$ cat src/rtl/mult_pkg.sv
// Shared constants and types for the multiplier / product-accumulator pair.
package mult_pkg;

    localparam int DEF_PRODUCT_WIDTH = 16;
    localparam int DEF_ACC_WIDTH     = 24;
    localparam int DEF_COUNT_WIDTH   = 8;

    typedef enum logic {
        IDLE  = 1'b0,
        ACCUM = 1'b1
    } acc_state_t;

endpackage

$ cat src/rtl/product_accumulator.sv
// Sums unsigned product terms over a frame and presents the frame result through a
// valid/ready output register. Sum wraps, count saturates, and either event is flagged.
module product_accumulator
    import mult_pkg::*;
#(
    parameter int PRODUCT_WIDTH = DEF_PRODUCT_WIDTH,
    parameter int ACC_WIDTH     = DEF_ACC_WIDTH,
    parameter int COUNT_WIDTH   = DEF_COUNT_WIDTH
) (
    input  logic                     clk,
    input  logic                     rst,
    input  logic                     in_valid,
    output logic                     in_ready,
    input  logic [PRODUCT_WIDTH-1:0] in_product,
    input  logic                     in_last,
    output logic                     out_valid,
    input  logic                     out_ready,
    output logic [ACC_WIDTH-1:0]     out_sum,
    output logic [COUNT_WIDTH-1:0]   out_count,
    output logic                     out_overflow
);

    localparam logic [COUNT_WIDTH-1:0] COUNT_MAX = {COUNT_WIDTH{1'b1}};

    // Wrapping add; the extra top bit is the carry out.
    function automatic logic [ACC_WIDTH:0] add_wrap(input logic [ACC_WIDTH-1:0] a,
                                                    input logic [PRODUCT_WIDTH-1:0] p);
        return {1'b0, a} + {1'b0, ACC_WIDTH'(p)};
    endfunction

    function automatic logic [COUNT_WIDTH-1:0] sat_inc(input logic [COUNT_WIDTH-1:0] c);
        return (c == COUNT_MAX) ? c : c + 1'b1;
    endfunction

    acc_state_t             state_q, state_d;
    logic [ACC_WIDTH-1:0]   acc_q, acc_d;
    logic [COUNT_WIDTH-1:0] count_q, count_d;
    logic                   flag_q, flag_d;
    logic                   out_valid_q, out_valid_d;
    logic [ACC_WIDTH-1:0]   out_sum_q, out_sum_d;
    logic [COUNT_WIDTH-1:0] out_count_q, out_count_d;
    logic                   out_overflow_q, out_overflow_d;

    logic                   in_fire;
    logic                   out_fire;
    logic [ACC_WIDTH:0]     sum_ext;
    logic [ACC_WIDTH-1:0]   new_acc;
    logic [COUNT_WIDTH-1:0] new_count;
    logic                   new_flag;

    assign in_ready = !out_valid_q || out_ready;
    assign in_fire  = in_valid && in_ready;
    assign out_fire = out_valid_q && out_ready;

    always_comb begin
        sum_ext = add_wrap(acc_q, in_product);
        if (state_q == IDLE) begin
            new_acc   = ACC_WIDTH'(in_product);
            new_count = COUNT_WIDTH'(1);
            new_flag  = 1'b0;
        end else begin
            new_acc   = sum_ext[ACC_WIDTH-1:0];
            new_count = sat_inc(count_q);
            new_flag  = flag_q || sum_ext[ACC_WIDTH] || (count_q == COUNT_MAX);
        end
    end

    always_comb begin
        state_d        = state_q;
        acc_d          = acc_q;
        count_d        = count_q;
        flag_d         = flag_q;
        out_valid_d    = out_valid_q;
        out_sum_d      = out_sum_q;
        out_count_d    = out_count_q;
        out_overflow_d = out_overflow_q;

        if (out_fire) begin
            out_valid_d = 1'b0;
        end
        // A last term may land in the same cycle the old result drains: reload, no bubble.
        if (in_fire) begin
            if (in_last) begin
                state_d        = IDLE;
                acc_d          = '0;
                count_d        = '0;
                flag_d         = 1'b0;
                out_valid_d    = 1'b1;
                out_sum_d      = new_acc;
                out_count_d    = new_count;
                out_overflow_d = new_flag;
            end else begin
                state_d = ACCUM;
                acc_d   = new_acc;
                count_d = new_count;
                flag_d  = new_flag;
            end
        end
    end

    always_ff @(posedge clk) begin
        if (rst) begin
            state_q        <= IDLE;
            acc_q          <= '0;
            count_q        <= '0;
            flag_q         <= 1'b0;
            out_valid_q    <= 1'b0;
            out_sum_q      <= '0;
            out_count_q    <= '0;
            out_overflow_q <= 1'b0;
        end else begin
            state_q        <= state_d;
            acc_q          <= acc_d;
            count_q        <= count_d;
            flag_q         <= flag_d;
            out_valid_q    <= out_valid_d;
            out_sum_q      <= out_sum_d;
            out_count_q    <= out_count_d;
            out_overflow_q <= out_overflow_d;
        end
    end

    assign out_valid    = out_valid_q;
    assign out_sum      = out_sum_q;
    assign out_count    = out_count_q;
    assign out_overflow = out_overflow_q;

endmodule

$ cat config.mk
export PLATFORM = sky130hd
export DESIGN_NAME = product_accumulator
export DESIGN_NICKNAME = d
export VERILOG_FILES = /design/src/rtl/mult_pkg.sv /design/src/rtl/product_accumulator.sv
export SDC_FILE = /design/constraint.sdc
export NUM_CORES = 1
export LEC_CHECK = 0
export CAP_MARGIN = 30
export CORE_AREA = 8 8 98 100
export CTS_CLUSTER_SIZE = 12
export DETAILED_ROUTE_END_ITERATION = 16
export DIE_AREA = 0 0 106 108
export PLACE_DENSITY = 0.84
export SYNTH_ARGS = -nofsm -noshare
export SYNTH_HDL_FRONTEND = slang
export SYNTH_SLANG_ARGS = --single-unit
$ cat constraint.sdc
create_clock -name clk -period 2.9 [get_ports clk]
set_input_delay 0.435 -clock clk [delete_from_list [all_inputs] [get_ports clk]]
set_output_delay 0.435 -clock clk [all_outputs]
set_load 0.01 [all_outputs]
==> flow_metrics.py, run 1 <==
metrics = {
    "placed_design": {
        "io_buffers": 55,
        "dp.final_hpwl_mm": 8.54,
        "gp_congestion": 0.919,
        "post_dp_cell_area_um2": 4870,
    },
    "clock_network": {
        "post_cts_resize_count": 0,
        "clock-sinks": 68,
        "cts_made_buffers": 9,
        "clockRootBuffer": "clkbuf_8",
        "htree_levels": 3,
        "cts_tree": "built",
        "clock_path_buffers": 2,
        "post_cts_buffers": 0,
        "clk_pin_slew_worst_paths_ps": 80,
        "hold_buffers": 0,
        "clk_latency_ps": 360,
    },
    "grt": {
        "grt_max_degree": 36,
        "grt_use_total_pct": 21.1,
        "antenna_found_initial": 0,
        "grt_pass1_wl_mm": 19.8,
        "gr-total-overflow": 0,
        "grt_pass1_vias": 4079,
    },
    "drt": {
        "wire_per_inst_um": 17.9,
        "vias": 4133,
        "drt_iter0_markers": 291,
        "drc": 0,
        "final_antenna_net_count": 0,
        "wl_mm": 12.0,
        "vias_per_cell": 6.18,
        "first_pass_iters": 5,
    },
    "synth": {
        "avgSynthCellArea_um2": 8.36,
        "yosysWarnings": 0,
        "syn_inst": 469,
        "seq_area_frac_synth_pct": 34.7,
        "syn_area_um2": 3920,
        "synth-edff-count": 0,
        "synthFlopType": "dfxtp_1",
        "async_flop_share_pct": 0,
        "synth_seq_cells": 68,
        "syn-num-nets": 508,
        "yosysUniqueCellTypes": 63,
    },
    "pwr": {
        "power_mw": 2.22,
        "ir_drop_mv": 0.275,
        "p_leak_nw": 1.94,
        "cellPowerDensity_nw_per_um2": 439,
    },
    "layout": {
        "insertedDiodeCount": 0,
        "drive_gt1_share_pct": 14.9,
        "syn2layout_area_growth_pct": 29.2,
        "fin_nets": 598,
        "final_area_um2": 5060,
    },
    "sta": {
        "max_freq_ghz": 0.368,
        "fin_skew_ps": 8.61,
        "hold_viol": 0,
        "setup_viol": 0,
        "maxSlewViolCount": 0,
        "relSlewSlack_pct": 51.5,
        "worst_slew_pin_slew_ps": 721,
        "rsz0062_at_grt": "false",
        "post-route-period-util_pct": 93.8,
        "fin_crit_ps": 2720,
    },
    "floorplan": {
        "die_h_um": 108,
        "boundaryPins": 56,
        "row_count": 33,
        "start_util_pct": 48.7,
        "core_area_um2": 8050,
        "dieArea_um2": 11400,
        "dieWidth_um": 106,
    },
    "min_path": {
        "whs_path_depth": 2,
        "worstHoldPathType": "flop to flop",
    },
    "setup_path": {
        "path_max_fanout": 2,
        "reg2regPathDepth": 8,
        "critPathLaunchType": "input port",
        "end_kind": "flop",
        "cp.required_ps": 3190,
        "arrival_ps": 3010,
        "crit_type": "input port to flop",
    },
    "job": {
        "max_cap_violations": 0,
    },
    "run_status": {
        "outcome": "finished clean",
    },
}
-- registers in the layout, summed over array words and instances (netlist names) --
name          flops
state_q           1
count_q           8
out_count         8
flag_q            1
out_valid         1
out_overflow      1
acc_q            24
out_sum          24
-- synth_stat cells (7+ instances only) --
library cell   n  area (um^2)
nor3_1         9         45.0
xor2_1         7         61.3
ha_1          17          213
a21o_1         8         60.1
or3_1          7         43.8
a31oi_1       12         75.1
nand2_1       59          221
a21oi_1       23          115
nand3b_1       7         52.6
clkbuf_1      19         71.3
nor2_1        32          120
or4_1         10         75.1
a22o_1         7         61.3
mux2i_1        7         70.1
o21ai_0       39          195
nand3_1       17         85.1
nand4_1        7         43.8
dfxtp_1       68         1360
o211ai_1      10         75.1
-- power breakdown --
part / internal (mW) / switching, mW / leakage [nW]
clock network: 0.397 / 0.399 / 0.0927
logic: 0.206 / 0.244 / 1.29
registers: 0.962 / 0.0178 / 0.552
total: 1.57 / 0.660 / 1.94
-- critical path, cell delays in order --
cell and delay [ps]:
clkdlybuf4s50_1 430, ha_1 240, fa_1 410, a21o_1 190
a311o_1 400, a21bo_2 220, a31oi_1 180, mux2_2 360
o21ai_0 150
-- final timing paths --
check                startpoint          end  slack [ps]
setup / recovery  in_product[0]  out_sum[10]         180
hold / removal      out_sum[13]  out_sum[13]         450
setup reg to reg       acc_q[0]  out_sum[10]         400
hold reg to reg     out_sum[13]  out_sum[13]         450
-- through the flow --
step	setup slack [ps]	hold WS, ps	setup TNS (ps)	std cells	utilization, %
global route	48.2	475	0	669	62.9
floorplan	370	429	0	469	-
CTS	185	455	0	669	62.9
global placement	-127	435	-1540	653	60.5
finish	180	452	0	669	62.9
detailed placement	-177	443	-2620	653	60.5
-- layer usage --
metal  wire length [um]  vias up  global-route usage [%]
li1                   -     1952                       -
met4                304        0                    10.3
met5                  0        -                       0
met3                939       32                    4.88
met1               4900     1966                    24.5
met2               5860      183                    36.0
-- cells by family after synthesis --
family | Yosys count | synth area share, %
AO/OA/AOI/OAI | 158 | 28.8
adder cells (fa/ha/maj) | 18 | 5.94
XOR/XNOR | 11 | 2.46
multiplexers | 10 | 2.65
buffers and inverters | 26 | 2.55
AND/OR/NAND/NOR | 178 | 22.9
flip-flops | 68 | 34.7
-- area by class of cell --
type,instances,area (um^2)
Sequential cell,68,1360
Inverter,2,7.51
Multi-Input combinational cell,375,2460
Fill cell,717,2990
Timing Repair Buffer,103,911
Tap cell,105,131
Clock buffer,10,128
Clock inverter,6,63.8
-- cell usage in the layout, fill, tap and decap left out, drive strengths merged, types with 5 or more instances in the layout --
cell,count
a211o,5
a211oi,8
a21o,8
a21oi,23
a22o,7
a22oi,6
a31oi,13
a32o,6
buf,48
clkbuf,10
clkdlybuf4s50,55
dfxtp,68
ha,17
mux2i,7
nand2,59
nand3,17
nand3b,7
nand4,8
nor2,32
nor2b,6
nor3,10
nor3b,5
o211ai,10
o21ai,41
or3,7
or4,10
xor2,7
Note: power is estimated with default switching activity, not from simulation.
==> inputs of run 2 (changes only) <==
--- a/config.mk
+++ b/config.mk
@@ -5,11 +5,12 @@
 export SDC_FILE = /design/constraint.sdc
 export NUM_CORES = 1
 export LEC_CHECK = 0
-export CAP_MARGIN = 30
+export CAP_MARGIN = 20
 export CORE_AREA = 8 8 98 100
 export CTS_CLUSTER_SIZE = 12
 export DETAILED_ROUTE_END_ITERATION = 16
 export DIE_AREA = 0 0 106 108
+export GPL_TIMING_DRIVEN = 0
 export PLACE_DENSITY = 0.84
 export SYNTH_ARGS = -nofsm -noshare
 export SYNTH_HDL_FRONTEND = slang
==> run 2 against run 1 <==
Clock skew grew 0.71 ps. Core utilization shrank 2.4 points. Register-to-register slack lost 70 ps. Combinational power shrank 13%. Cell count shrank 3.9%. Wire length shrank 2.4%. Power grew 8.6%. Hold slack gained 4.8 ps. Critical path depth is the same. Clock-buffer cell count shrank 1. Final area shrank 3.8%. Critical endpoint is now out_sum[14]. Largest power group is now the clock network. Highest routed layer unchanged.
==> flow_metrics.py, run 2 (synthesis gave the netlist of run 1 again) <==
metrics = {
    "run_status": {
        "outcome": "finished clean",
    },
    "floorplan": {
        "dieWidth_um": 106,
        "boundaryPins": 56,
        "row_count": 33,
        "die_h_um": 108,
        "dieArea_um2": 11400,
        "core_area_um2": 8050,
        "start_util_pct": 48.7,
    },
    "drt": {
        "vias": 4066,
        "vias_per_cell": 6.32,
        "drt_iter0_markers": 299,
        "drc": 0,
        "first_pass_iters": 5,
        "wire_per_inst_um": 18.2,
        "wl_mm": 11.7,
        "final_antenna_net_count": 0,
    },
    "layout": {
        "insertedDiodeCount": 0,
        "regArea_um2": 1360,
        "mostFrequentLayoutCell": "dfxtp_1",
        "multi_input_area_um2": 2480,
        "drive_gt1_share_pct": 7.06,
        "final_area_um2": 4870,
        "final_cell_mix": "68 x dfxtp_1, 59 x nand2_1, 54 x clkdlybuf4s50_1, 39 x o21ai_0, 32 x nor2_1",
        "fin_nets": 573,
        "syn2layout_area_growth_pct": 24.3,
        "fillers": 711,
    },
    "setup_path": {
        "cp.required_ps": 3150,
        "arrival_ps": 3050,
        "path_max_fanout": 6,
        "critPathLaunchType": "input port",
        "cp_slowest_stage_delay_ps": 440,
        "crit_type": "input port to flop",
        "path_cells": "clkdlybuf4s50_1 -> ha_1 -> fa_2 -> a21o_1 -> a311o_1 -> a211oi_4 -> or3_1 -> nand3_1 -> a32o_1",
        "cp_slowest_cell": "a211oi_4",
        "end_kind": "flop",
    },
    "grt": {
        "grt_pass1_wl_mm": 19.0,
        "grt_pass1_vias": 3902,
        "gr-total-overflow": 0,
        "grt_max_degree": 13,
        "grt_use_total_pct": 20.4,
        "antenna_found_initial": 0,
    },
    "sta": {
        "worst_slew_pin_slew_ps": 792,
        "fin_skew_ps": 9.32,
        "relSlewSlack_pct": 46.8,
        "setup_viol": 0,
        "post-route-period-util_pct": 96.8,
        "max_freq_ghz": 0.356,
        "fin_crit_ps": 2810,
        "rsz0062_at_grt": "false",
        "hold_viol": 0,
        "maxSlewViolCount": 0,
    },
    "pwr": {
        "ir_drop_mv": 0.279,
        "power_mw": 2.42,
        "cellPowerDensity_nw_per_um2": 496,
        "p_leak_nw": 1.77,
    },
    "clock_network": {
        "clock-sinks": 68,
        "clockRootBuffer": "clkbuf_8",
        "htree_levels": 3,
        "hold_buffers": 0,
        "cts_tree": "built",
        "cts_made_buffers": 9,
        "post_cts_buffers": 0,
        "clk_pin_slew_worst_paths_ps": 80,
        "clk_latency_ps": 350,
        "clock_path_buffers": 2,
    },
    "placed_design": {
        "gp_congestion": 0.939,
        "post_dp_cell_area_um2": 4590,
        "dp.final_hpwl_mm": 8.55,
        "io_buffers": 54,
    },
    "job": {
        "max_cap_violations": 0,
    },
    "min_path": {
        "worstHoldPathType": "flop to flop",
    },
}
## run 2: cell count changes in the layout (fill, tap and decap cells not counted), sizes merged
cell | before | now
clkbuf | 10 | 28
clkdlybuf4s50 | 55 | 54
clkinv | 2 | 0
bufinv | 1 | 4
clkinvlp | 2 | 1
buf | 48 | 5
## run 2: layout make-up
cell class	count	area share, %
tap	105	2.70
clock buffer	9	2.54
inverter	2	0.154
multi-input combinational	375	50.9
timing repair buffer	54	11.1
buffer	24	1.90
clock inverter	6	2.80
sequential	68	27.9
## run 2: what timing repair did
action	CTS	global route
endpoints found under the hold margin	0	0
setup endpoints to repair	4	11
gates resized for setup	1	2
pin swaps	0	3
## run 2: worst paths after layout
path | endpoint | start | depth (start not counted) | slack, ps
max | out_sum[14] | in_product[0] | 9 | 90
max reg2reg | out_sum[14] | acc_q[0] | 8 | 330
min reg2reg | out_sum[4] | out_sum[4] | 2 | 460
min | out_sum[4] | out_sum[4] | 2 | 460
## run 2: power by group
group / internal [mW] / total, mW / switching [mW]
registers: 0.962 / 0.982 / 0.0199
logic: 0.156 / 0.392 / 0.236
clock network: 0.656 / 1.04 / 0.386
total: 1.77 / 2.42 / 0.643
## run 2: routing by layer
layer / vias up / global-route usage, % / routed length, um
li1: 1910 / - / -
met4: 0 / 8.54 / 272
met2: 199 / 34.8 / 5650
met3: 27 / 4.16 / 1030
met1: 1930 / 24.5 / 4770
met5: - / 0 / 0
## run 2: critical path, delay by kind of cell
| family | cells | cell delay, ps |
|---|---|---|
| simple gates | 2 | 280 |
| buf+inv | 1 | 430 |
| compound gates | 4 | 1300 |
| fa+ha+maj | 2 | 610 |
## run 2: per-stage QoR
step	hold WS, ps	std cells	setup TNS [ps]	worst slack, ps	utilization (%)
floorplan	429	469	0	370	-
global placement	435	628	-4050	-340	57.0
detailed placement	440	628	-5820	-432	57.0
CTS	459	643	0	7.35	60.4
global route	482	643	0	5.45	60.5
finish	457	643	0	93.7	60.5
==> inputs of run 3 (changes only) <==
--- a/config.mk
+++ b/config.mk
@@ -12,6 +12,7 @@
 export DIE_AREA = 0 0 106 108
 export GPL_TIMING_DRIVEN = 0
 export PLACE_DENSITY = 0.84
+export SLEW_MARGIN = 20
 export SYNTH_ARGS = -nofsm -noshare
 export SYNTH_HDL_FRONTEND = slang
 export SYNTH_SLANG_ARGS = --single-unit
==> results of run 3 <==
Final layout, timing and power as in run 2 (identical DEF).
